**src/rtl/pc_seq.sv**
```systemverilog
// Program-counter sequencer: sequential/jump/call/return/trap/mret next-PC selection
// with a circular return-address stack, saved exception PC and misalignment flag.
module pc_seq #(
  parameter int unsigned     XLEN       = 32,
  parameter logic [XLEN-1:0] RESET_VEC  = '0,
  parameter logic [XLEN-1:0] TRAP_VEC   = XLEN'(32'h0000_0100),
  parameter int unsigned     INC        = 4,
  parameter int unsigned     ALIGN_BITS = 2,
  parameter int unsigned     RAS_DEPTH  = 4
) (
  input  logic            clk,
  input  logic            rst,
  input  logic            stall,
  input  logic            pc_jmp,
  input  logic            call,
  input  logic            ret,
  input  logic            trap,
  input  logic            mret,
  input  logic [XLEN-1:0] pc_in,
  output logic [XLEN-1:0] pc_out,
  output logic [XLEN-1:0] pc_seq_out,
  output logic [XLEN-1:0] epc_out,
  output logic            misalign,
  output logic            ras_empty,
  output logic            ras_full
);

  localparam int unsigned PtrW = $clog2(RAS_DEPTH);
  localparam int unsigned CntW = PtrW + 1;
  localparam logic [PtrW-1:0] PtrOne = PtrW'(1);
  localparam logic [CntW-1:0] CntOne = CntW'(1);
  localparam logic [CntW-1:0] CntMax = CntW'(RAS_DEPTH);
  localparam logic [XLEN-1:0] AlignMask = XLEN'((64'd1 << ALIGN_BITS) - 64'd1);

  logic [XLEN-1:0] pc_q, pc_d;
  logic [XLEN-1:0] epc_q, epc_d;
  logic            misalign_q, misalign_d;
  logic [PtrW-1:0] ptr_q, ptr_d;
  logic [CntW-1:0] cnt_q, cnt_d;
  logic [XLEN-1:0] ras_q [RAS_DEPTH];

  logic            ras_we;
  logic [PtrW-1:0] ras_waddr;
  logic            do_push, do_pop, do_replace;
  logic            tgt_misaligned;

  assign pc_seq_out     = pc_q + XLEN'(INC);
  assign tgt_misaligned = |(pc_in & AlignMask);
  assign ras_empty      = (cnt_q == '0);
  assign ras_full       = (cnt_q == CntMax);

  always_comb begin
    pc_d       = pc_q;
    epc_d      = epc_q;
    misalign_d = 1'b0;
    do_push    = 1'b0;
    do_pop     = 1'b0;
    do_replace = 1'b0;

    if (trap) begin
      pc_d  = TRAP_VEC;
      epc_d = pc_q;
    end else if (mret) begin
      pc_d = epc_q;
    end else if (ret) begin
      // A call in the same cycle turns the pop+push into an in-place replace.
      if (!ras_empty) begin
        pc_d = ras_q[ptr_q];
        if (call && pc_jmp) do_replace = 1'b1;
        else                do_pop     = 1'b1;
      end else begin
        pc_d    = pc_in;
        do_push = call && pc_jmp;
      end
    end else if (pc_jmp) begin
      if (tgt_misaligned) begin
        pc_d       = TRAP_VEC;
        epc_d      = pc_q;
        misalign_d = 1'b1;
      end else begin
        pc_d    = pc_in;
        do_push = call;
      end
    end else if (!stall) begin
      pc_d = pc_seq_out;
    end
  end

  always_comb begin
    ptr_d     = ptr_q;
    cnt_d     = cnt_q;
    ras_we    = 1'b0;
    ras_waddr = ptr_q;
    if (do_push) begin
      // When full, ptr+1 is the oldest slot, so it gets overwritten.
      ptr_d     = ptr_q + PtrOne;
      ras_waddr = ptr_q + PtrOne;
      ras_we    = 1'b1;
      if (!ras_full) cnt_d = cnt_q + CntOne;
    end else if (do_pop) begin
      ptr_d = ptr_q - PtrOne;
      cnt_d = cnt_q - CntOne;
    end else if (do_replace) begin
      ras_we = 1'b1;
    end
  end

  always_ff @(posedge clk or negedge rst) begin
    if (!rst) begin
      pc_q       <= RESET_VEC;
      epc_q      <= '0;
      misalign_q <= 1'b0;
      ptr_q      <= '0;
      cnt_q      <= '0;
    end else begin
      pc_q       <= pc_d;
      epc_q      <= epc_d;
      misalign_q <= misalign_d;
      ptr_q      <= ptr_d;
      cnt_q      <= cnt_d;
    end
  end

  always_ff @(posedge clk or negedge rst) begin
    if (!rst) begin
      for (int i = 0; i < RAS_DEPTH; i++) ras_q[i] <= '0;
    end else if (ras_we) begin
      ras_q[ras_waddr] <= pc_seq_out;
    end
  end

  assign pc_out   = pc_q;
  assign epc_out  = epc_q;
  assign misalign = misalign_q;

endmodule
```
**config.mk**
```make
export PLATFORM = sky130hd
export DESIGN_NAME = pc_seq
export DESIGN_NICKNAME = d
export VERILOG_FILES = /design/src/rtl/pc_seq.sv
export SDC_FILE = /design/constraint.sdc
export NUM_CORES = 1
export LEC_CHECK = 0
export CAP_MARGIN = 20
export CORE_MARGIN = 2
export CORE_UTILIZATION = 56
export CTS_CLUSTER_DIAMETER = 80
export DETAILED_ROUTE_END_ITERATION = 8
export PLACE_DENSITY_LB_ADDON = 0.2
export SYNTH_ARGS = -nofsm -noshare
export SYNTH_HDL_FRONTEND = slang
export SYNTH_SLANG_ARGS = --single-unit
```
**constraint.sdc**
```tcl
create_clock -name clk -period 2.7 [get_ports clk]
set_clock_uncertainty 0.15 [all_clocks]
set_input_delay 0.405 -clock clk [delete_from_list [all_inputs] [get_ports clk]]
set_output_delay 0.405 -clock clk [all_outputs]
set_load 0.02 [all_outputs]
```
==> run metrics <==
status=finished, violations left; failing checks=setup timing; async set or reset register ratio after synthesis=1.00; area growth from synthesis to layout=33.4%; TritonCTS Buffers=17; RR Startpoint=cnt_q[1]$_DFFE_PN0P_; DRC Markers=0; antenna cells=0; initial antenna violation count=0; logic gate share of total power=0.333; Final Wtd Congestion=0.937; part of the cycle the worst path needs=1.07; Top Usage Layer GRT=met1; RSZ-0062 raised after global routing=yes; total leakage power=0.00639 uW; io pins=139; peak supply drop=0.000556 V; Mapped Nets=944; DP Cell Count=1318; Total GRT Usage=0.319; H-tree depth=4; P_sw=3280 uW; largest family of logic cells by synthesized area=multiplexers; Root Driver=clkbuf_16; Mapped Cells=902; layout cells sized above 1=0.373; Req. time, crit path=2.14 ns; CORE AREA=18000 um^2; number of global-route vias before repair=8288; Reg-to-Reg End=pc_out[14]$_DFFE_PN0P_; Synth cell types=73; CP Max Fanout=4; CP Launch Type=flop; Setup violations, final=10; Worst Tran Pin Value=around 0.79 ns; Routed Antenna Nets=0; NumNets Final=1175; HP Start=ras_q[36]$_DFFE_PN0P_; Synth Flop Type=dfrtp_1; clock network fraction of total power=0.264; via count=8849; largest net degree at the start of global routing=67; Die H=140 um; Starting Density=0.572; Syn Area/Cell=11.4 um^2; Synth Register Bits=198; WL final=31.7 mm; first-pass GRT wire length=between 40 and 50 mm; worst setup path class=reg -> out; GRT met3 Usage=0.0637; standard-cell rows=49; CTS Sinks=198; Post-synth EDFFs=0; r2r setup slk=about 0.04 ns; Finished Layout Cells=1374; drt wl/cell=around 23 um; Worst setup EP type=primary output; Synth Area in Simple Gates=0.124; multiplexer share of the synthesized area=0.227; Compound-Gate Fraction of Synth Area=0.105; max cap viols=0; Die W=140 um; setup TNS=-0.880 ns; post-synthesis adder-cell area fraction=0.00315; clock buffer depth=2; final number of max-transition violations=0; clk_lat worst skew=0.44 ns; Pwr Density=705 nW/um^2; sequential fraction of the synthesis area=0.481; Hold Slack=0.341 ns; Die ar.=19500 um^2; Reg power frac=0.403; crit path DAT=between 2 and 2.5 ns; worst setup margin=-0.179 ns; Fmax achieved=0.347 GHz; met2 Usage GRT=0.471; iteration count of the initial detailed-routing pass=8; DP HPWL=approximately 21 mm; Worst Hold Depth=2; relative slew slack=0.462; reg2reg path depth=6; Sw Ratio=0.338; YS warnings=0; Worst-path clk slew=roughly 0.07 ns; GRT overflow=0; post-synthesis xor/xnor area fraction=0.0211; Avg Vias per Cell=roughly 6.4; Int Power=approximately 6400 uW; TritonCTS clock tree=built; DR iter-0 viols=997; final hold viol count=0; Worst Hold Class=reg -> reg; WHS Endpoint=ras_q[36]$_DFFE_PN0P_; cell area after synthesis=10300 um^2; minimum clock period=2.88 ns; GR Util met1=0.485; DP Worst Slack=-0.186 ns; Port Buffers=138
final cells by class:
cell class | instances | area (um^2)
multi-input combinational | 615 | 5290
sequential | 198 | 4960
fill | 1158 | 4270
timing repair buffer | 281 | 2570
clock buffer | 19 | 453
tap | 229 | 287
clock inverter | 12 | 133
inverter | 20 | 75.1
through the flow:
step	cell area, um^2	total power, uW	util
final	13800	9690	0.763
after global routing	13800	10100	0.763
after global placement	12700	6940	0.705
after detailed placement	12700	7040	0.705
after CTS	13500	9630	0.750
after floorplan	10300	5760	-
sequential cells by signal (all words and copies together), names as in the netlist:
register,flops
ras_q,128
epc_out,32
pc_out,32
cnt_q,3
ptr_q,2
misalign,1
placed cells by master, fill, tap and decap left out, types with 6 or more instances in the layout:
| cell | n |
|---|---|
| a31oi_1 | 14 |
| buf_12 | 11 |
| or2_4 | 6 |
| mux4_2 | 32 |
| nor3_1 | 13 |
| nand3_1 | 23 |
| inv_1 | 19 |
| a211oi_1 | 8 |
| dfrtp_1 | 197 |
| a21oi_1 | 30 |
| xor2_2 | 7 |
| a221o_1 | 6 |
| buf_2 | 7 |
| xor2_1 | 7 |
| buf_6 | 16 |
| o21ai_0 | 57 |
| mux2_2 | 134 |
| and3_1 | 6 |
| a22oi_1 | 16 |
| nor2_1 | 16 |
| mux2i_1 | 8 |
| clkbuf_16 | 17 |
| xnor2_1 | 6 |
| buf_4 | 129 |
| nand2_1 | 106 |
| clkdlybuf4s50_1 | 107 |
| nand4_1 | 14 |
power groups by stage:
| stage | Clock (uW) | Sequential, uW | Combinational (uW) |
|---|---|---|---|
| global route | 2720 | 3970 | 3430 |
| global placement | 0 | 3890 | 3050 |
| floorplan | 0 | 3950 | 1810 |
| detailed placement | 0 | 3930 | 3110 |
| finish | 2560 | 3900 | 3230 |
| CTS | 2590 | 3880 | 3160 |
worst max-delay path, cell delays in order (launching register included):
cell     delay [ns]
dfrtp_1        0.36
nand4_1        0.21
or3_4          0.47
buf_6          0.14
nor4_4         0.18
xor2_1         0.23
buf_4          0.17
buf_6          0.12
cell families (layout without fill, tap and decap cells):
| logic type | after synthesis | after routing |
|---|---|---|
| muxes | 177 | 177 |
| buffers and inverters | 89 | 332 |
| adders and majority gates | 2 | 2 |
| AOI/OAI and AO/OA | 169 | 169 |
| and+or+nand+nor | 243 | 243 |
| xor gates and xnor gates | 24 | 24 |
| DFF | 198 | 198 |
worst max-delay path by stage:
stage	from	slack, ns	end	cells after the start
after global placement	pc_out[5]$_DFFE_PN0P_	-0.15	pc_seq_out[25]	6
after floorplan	pc_out[21]$_DFFE_PN0P_	0.13	pc_seq_out[31]	5
after detailed placement	pc_out[11]$_DFFE_PN0P_	-0.19	pc_seq_out[23]	5
final	pc_out[12]$_DFFE_PN0P_	-0.18	pc_seq_out[29]	7
after CTS	pc_out[7]$_DFFE_PN0P_	-0.11	pc_seq_out[17]	6
after global routing	pc_out[12]$_DFFE_PN0P_	-0.20	pc_seq_out[29]	7
cells in the mapped netlist, types with 8 or more instances:
cell type	number	area (um^2)
dfrtp_1	198	4950
mux2_2	134	1510
nand2_1	109	409
o21ai_0	57	285
clkbuf_1	35	131
mux4_2	32	721
a21oi_1	30	150
nand3_1	27	135
nor2_1	20	75.1
inv_1	19	71.3
buf_2	17	85.1
a22oi_1	16	120
a31oi_1	14	87.6
nand4_1	14	87.6
nor3_1	14	70.1
xor2_1	14	123
buf_4	9	67.6
xnor2_1	9	78.8
a211oi_1	8	60.1
mux2i_1	8	80.1
what timing repair did:
item	in CTS	in global routing
gates resized for setup	146	42
pin swaps	15	16
endpoints found under the setup margin	27	26
cloned	0	0
endpoints found under the hold margin	62	0
buffers inserted	10	14
hold buffers	1	0
metal layers:
metal	wire length, um	share of wire
met4	1020	0.032
met1	13400	0.42
met2	14400	0.45
met3	2860	0.090
met5	0	0
Note: power is estimated with default switching activity, not from simulation.
==> patch 1: new RTL, same flow settings <==
Make the reset (`rst`) synchronous in 2 clocked blocks.
--- a/src/rtl/pc_seq.sv
+++ b/src/rtl/pc_seq.sv
@@ -107,3 +107,3 @@
 
-  always_ff @(posedge clk or negedge rst) begin
+  always_ff @(posedge clk) begin
     if (!rst) begin
@@ -123,3 +123,3 @@
 
-  always_ff @(posedge clk or negedge rst) begin
+  always_ff @(posedge clk) begin
     if (!rst) begin
Function: differs if rst is asserted again (counterexample within 4 cycles, from zero or initial values and one cycle with rst low); with rst held inactive, the same outputs for 4 cycles.
==> patch 1 against the original RTL <==
The run still ends with negative setup slack left. Setup slack lost 0.085 ns. Largest cell class is now sequential cells. Synthesized area is 5.2% lower. Via count grew 7.7%. Final area grew 3.2%. Critical endpoint is now pc_seq_out[20]. Die area shrank 5.1%. Sequential cell count rose by 2. Routed wire length rose by 12%. Maximum frequency shrank 2.9%.
Power is not compared: it rests on default switching activity, and its combinational part moved more than twofold at a synthesized area within 25%.
==> patch 1: results <==
set metrics [dict create \
    finalNonFillerCells 1494 \
    outcome "finished with violations" \
    totalWireLength_um 35410 \
    post_dp_cell_area_sq_mm 0.01270 \
    drt_iter0_markers 1393 \
    final-setup-viol-count 13 \
    synth_edf_count 128 \
    num_vias 9529 \
    grt_pass1_wl_um 51650 \
    track_usage 0.3763 \
    post_cts_buffers 29 \
    gp_congestion 0.9958 \
    dp_hpwl_um 23320 \
    post-place-ws_ns -0.3156 \
    slowest_delay_ns 0.36 \
    worstReg2RegStart "pc_out[8]" \
    finalWorstSetupSlack_ns -0.2644 \
    dr.pass1.iters 6 \
    fill_cells 983 \
    grt_max_degree 37 \
    synthTopCellsByArea "edfxtp_1 39%, dfxtp_1 15%, mux4_2 7.4%" \
    grt_pass1_vias 8939 \
    ys_seq_area_frac 0.5409 \
    cp.arrival_ns 2.41 \
    violations "negative setup slack" \
    path_max_fanout 3 \
    postSynthAreaPerCell_sq_um 10.31 \
    crit_slowest_cell "nor4_4" \
]
-- patch 1: per-layer routing --
metal | vias up | global-route usage | share of wire
met4 | 0 | 0.1354 | 0.041
met5 | - | 0 | 0
li1 | 4034 | - | -
met1 | 4588 | 0.5213 | 0.39
met3 | 140 | 0.07271 | 0.11
met2 | 767 | 0.5958 | 0.46
-- patch 1: logic make-up after synthesis --
group,after synthesis,share of synthesized area
AOI/OAI and AO/OA,176,0.1183
xor gates and xnor gates,33,0.02958
adders and majority gates,4,0.005891
buffers and inverters,125,0.05058
DFF,200,0.5409
muxes,37,0.07940
and+or+nand+nor,373,0.1753
-- patch 1: worst max-delay path by stage --
stage / start / end / slack, ns / cells after the start
after floorplan: pc_out[6] / pc_seq_out[18] / 0.01 / 6
after global placement: pc_out[13] / pc_seq_out[23] / -0.25 / 7
after detailed placement: pc_out[12] / pc_seq_out[23] / -0.32 / 7
after CTS: pc_out[12] / pc_seq_out[19] / -0.19 / 7
after global routing: pc_out[17] / pc_seq_out[20] / -0.25 / 10
final: pc_out[8] / pc_seq_out[20] / -0.26 / 10
-- patch 1: power breakdown --
group          total [mW]  switching [mW]  internal (mW)  leakage, nW
clock                2.56            1.31           1.25        0.289
sequential           3.39          0.0534           3.33         1.91
combinational       0.910           0.495          0.415         3.36
-- patch 1: final cells by class --
| type | count | share of cell area |
|---|---|---|
| flip-flops and latches | 200 | 0.3748 |
| well taps | 225 | 0.01983 |
| multi-input cells | 623 | 0.3197 |
| repair buffers | 366 | 0.2311 |
| clock buffers | 17 | 0.02996 |
| inverters | 48 | 0.01269 |
| clock inverters | 15 | 0.01190 |
==> patch 2: new RTL, same flow settings <==
Without the edit above. `RAS_DEPTH`: 4 -> 16.
--- a/src/rtl/pc_seq.sv
+++ b/src/rtl/pc_seq.sv
@@ -8,3 +8,3 @@
   parameter int unsigned     ALIGN_BITS = 2,
-  parameter int unsigned     RAS_DEPTH  = 4
+  parameter int unsigned     RAS_DEPTH  = 16
 ) (
Check against the original RTL: same outputs for any inputs over 4 cycles, from zero or initial values and one cycle with rst low; that may be too few to reach the edited logic, so the function may still have changed.
==> patch 2 against the original RTL <==
The flow still finishes with violations (negative setup slack). Sequential power grew to 2.8 times the old value. Total power grew to 3.4 times the old value. Highest routed layer is now met5. Routed wire length grew to 4.1 times the old value. Die area grew to 2.8 times the old value. Final area grew to 3.0 times the old value. Core utilization is 4.8 points higher. Setup slack worse by 0.35 ns. First-iteration DRC count grew to 3.5 times the old value. Largest power group is now combinational logic. Final cell count is 150% higher. Combinational power grew to 3.9 times the old value. Sequential cell count is 388 higher. Synthesized area grew to 2.8 times the old value.
==> patch 2: results <==
set metrics [dict create \
    outcome "finished with violations" \
    violations "negative setup slack" \
    ir_drop_v 0.0005819 \
    placed_cells 3052 \
    cp_top_family "buffers and inverters" \
    relSlewSlack 0.4722 \
    largest_reg_flops 512 \
    fill_cells 2447 \
    post-place-ws_ns -0.7151 \
    gp_congestion 0.9493 \
    finalWorstSetupSlack_ns -0.5265 \
    p_leak_nw 19.05 \
    crit_slowest_cell "or4_4" \
    final-setup-viol-count 551 \
    layout.nets 2718 \
    p_seq_frac 0.338 \
    clk_latency_ns 0.67 \
    synth_mux_area_frac 0.3232 \
    slowest_delay_ns 0.51 \
    synth_cell_types 82 \
    drt_iter0_markers 3498 \
    comb-power_mw 12.5 \
    viasPerCell 7.100 \
    synthTopCellsByArea "dfrtp_1 50%, mux2_1 9.1%, mux2_2 8.7%" \
    switching_share 0.3549 \
    antenna_found_initial 6 \
    setup_tns_ns -179.65 \
    totalWireLength_um 129400 \
    met2WireLength_um 53460 \
    clock_path_buffers 3 \
    cts_made_buffers 61 \
    dr_wl_met3_um 19350 \
    post_dp_cell_area_sq_mm 0.03406 \
    track_usage 0.4193 \
    dp_hpwl_um 62540 \
    h-tree-depth 2 \
]
[patch 2: cell types whose count changed after synthesis, sizes merged, moves of 26 or more]
cell    change
a22oi      +26
buf        +73
clkbuf     +35
dfrtp     +388
inv        +37
mux2      +382
mux2i      +83
mux4       +77
nand2      -58
[patch 2: layout make-up]
type                            instances  area, sq um  share of cell area
Multi-Input combinational cell       1251        15580              0.3736
Sequential cell                       586        14680              0.3521
Timing Repair Buffer                  714         8213              0.1969
Clock buffer                           87         1815             0.04353
Tap cell                              680        850.8             0.02040
Clock inverter                         26        324.1            0.007770
Inverter                               57        226.5            0.005430
Antenna cell                            4        10.01           0.0002400
[patch 2: what timing repair did]
action / CTS / global route
endpoints found under the hold margin: 49 / 0
endpoints found under the setup margin: 556 / 569
gates resized for setup: 518 / 346
pin swaps: 55 / 76
cloned: 34 / 19
buffers inserted: 112 / 108
hold buffers: 1 / 0
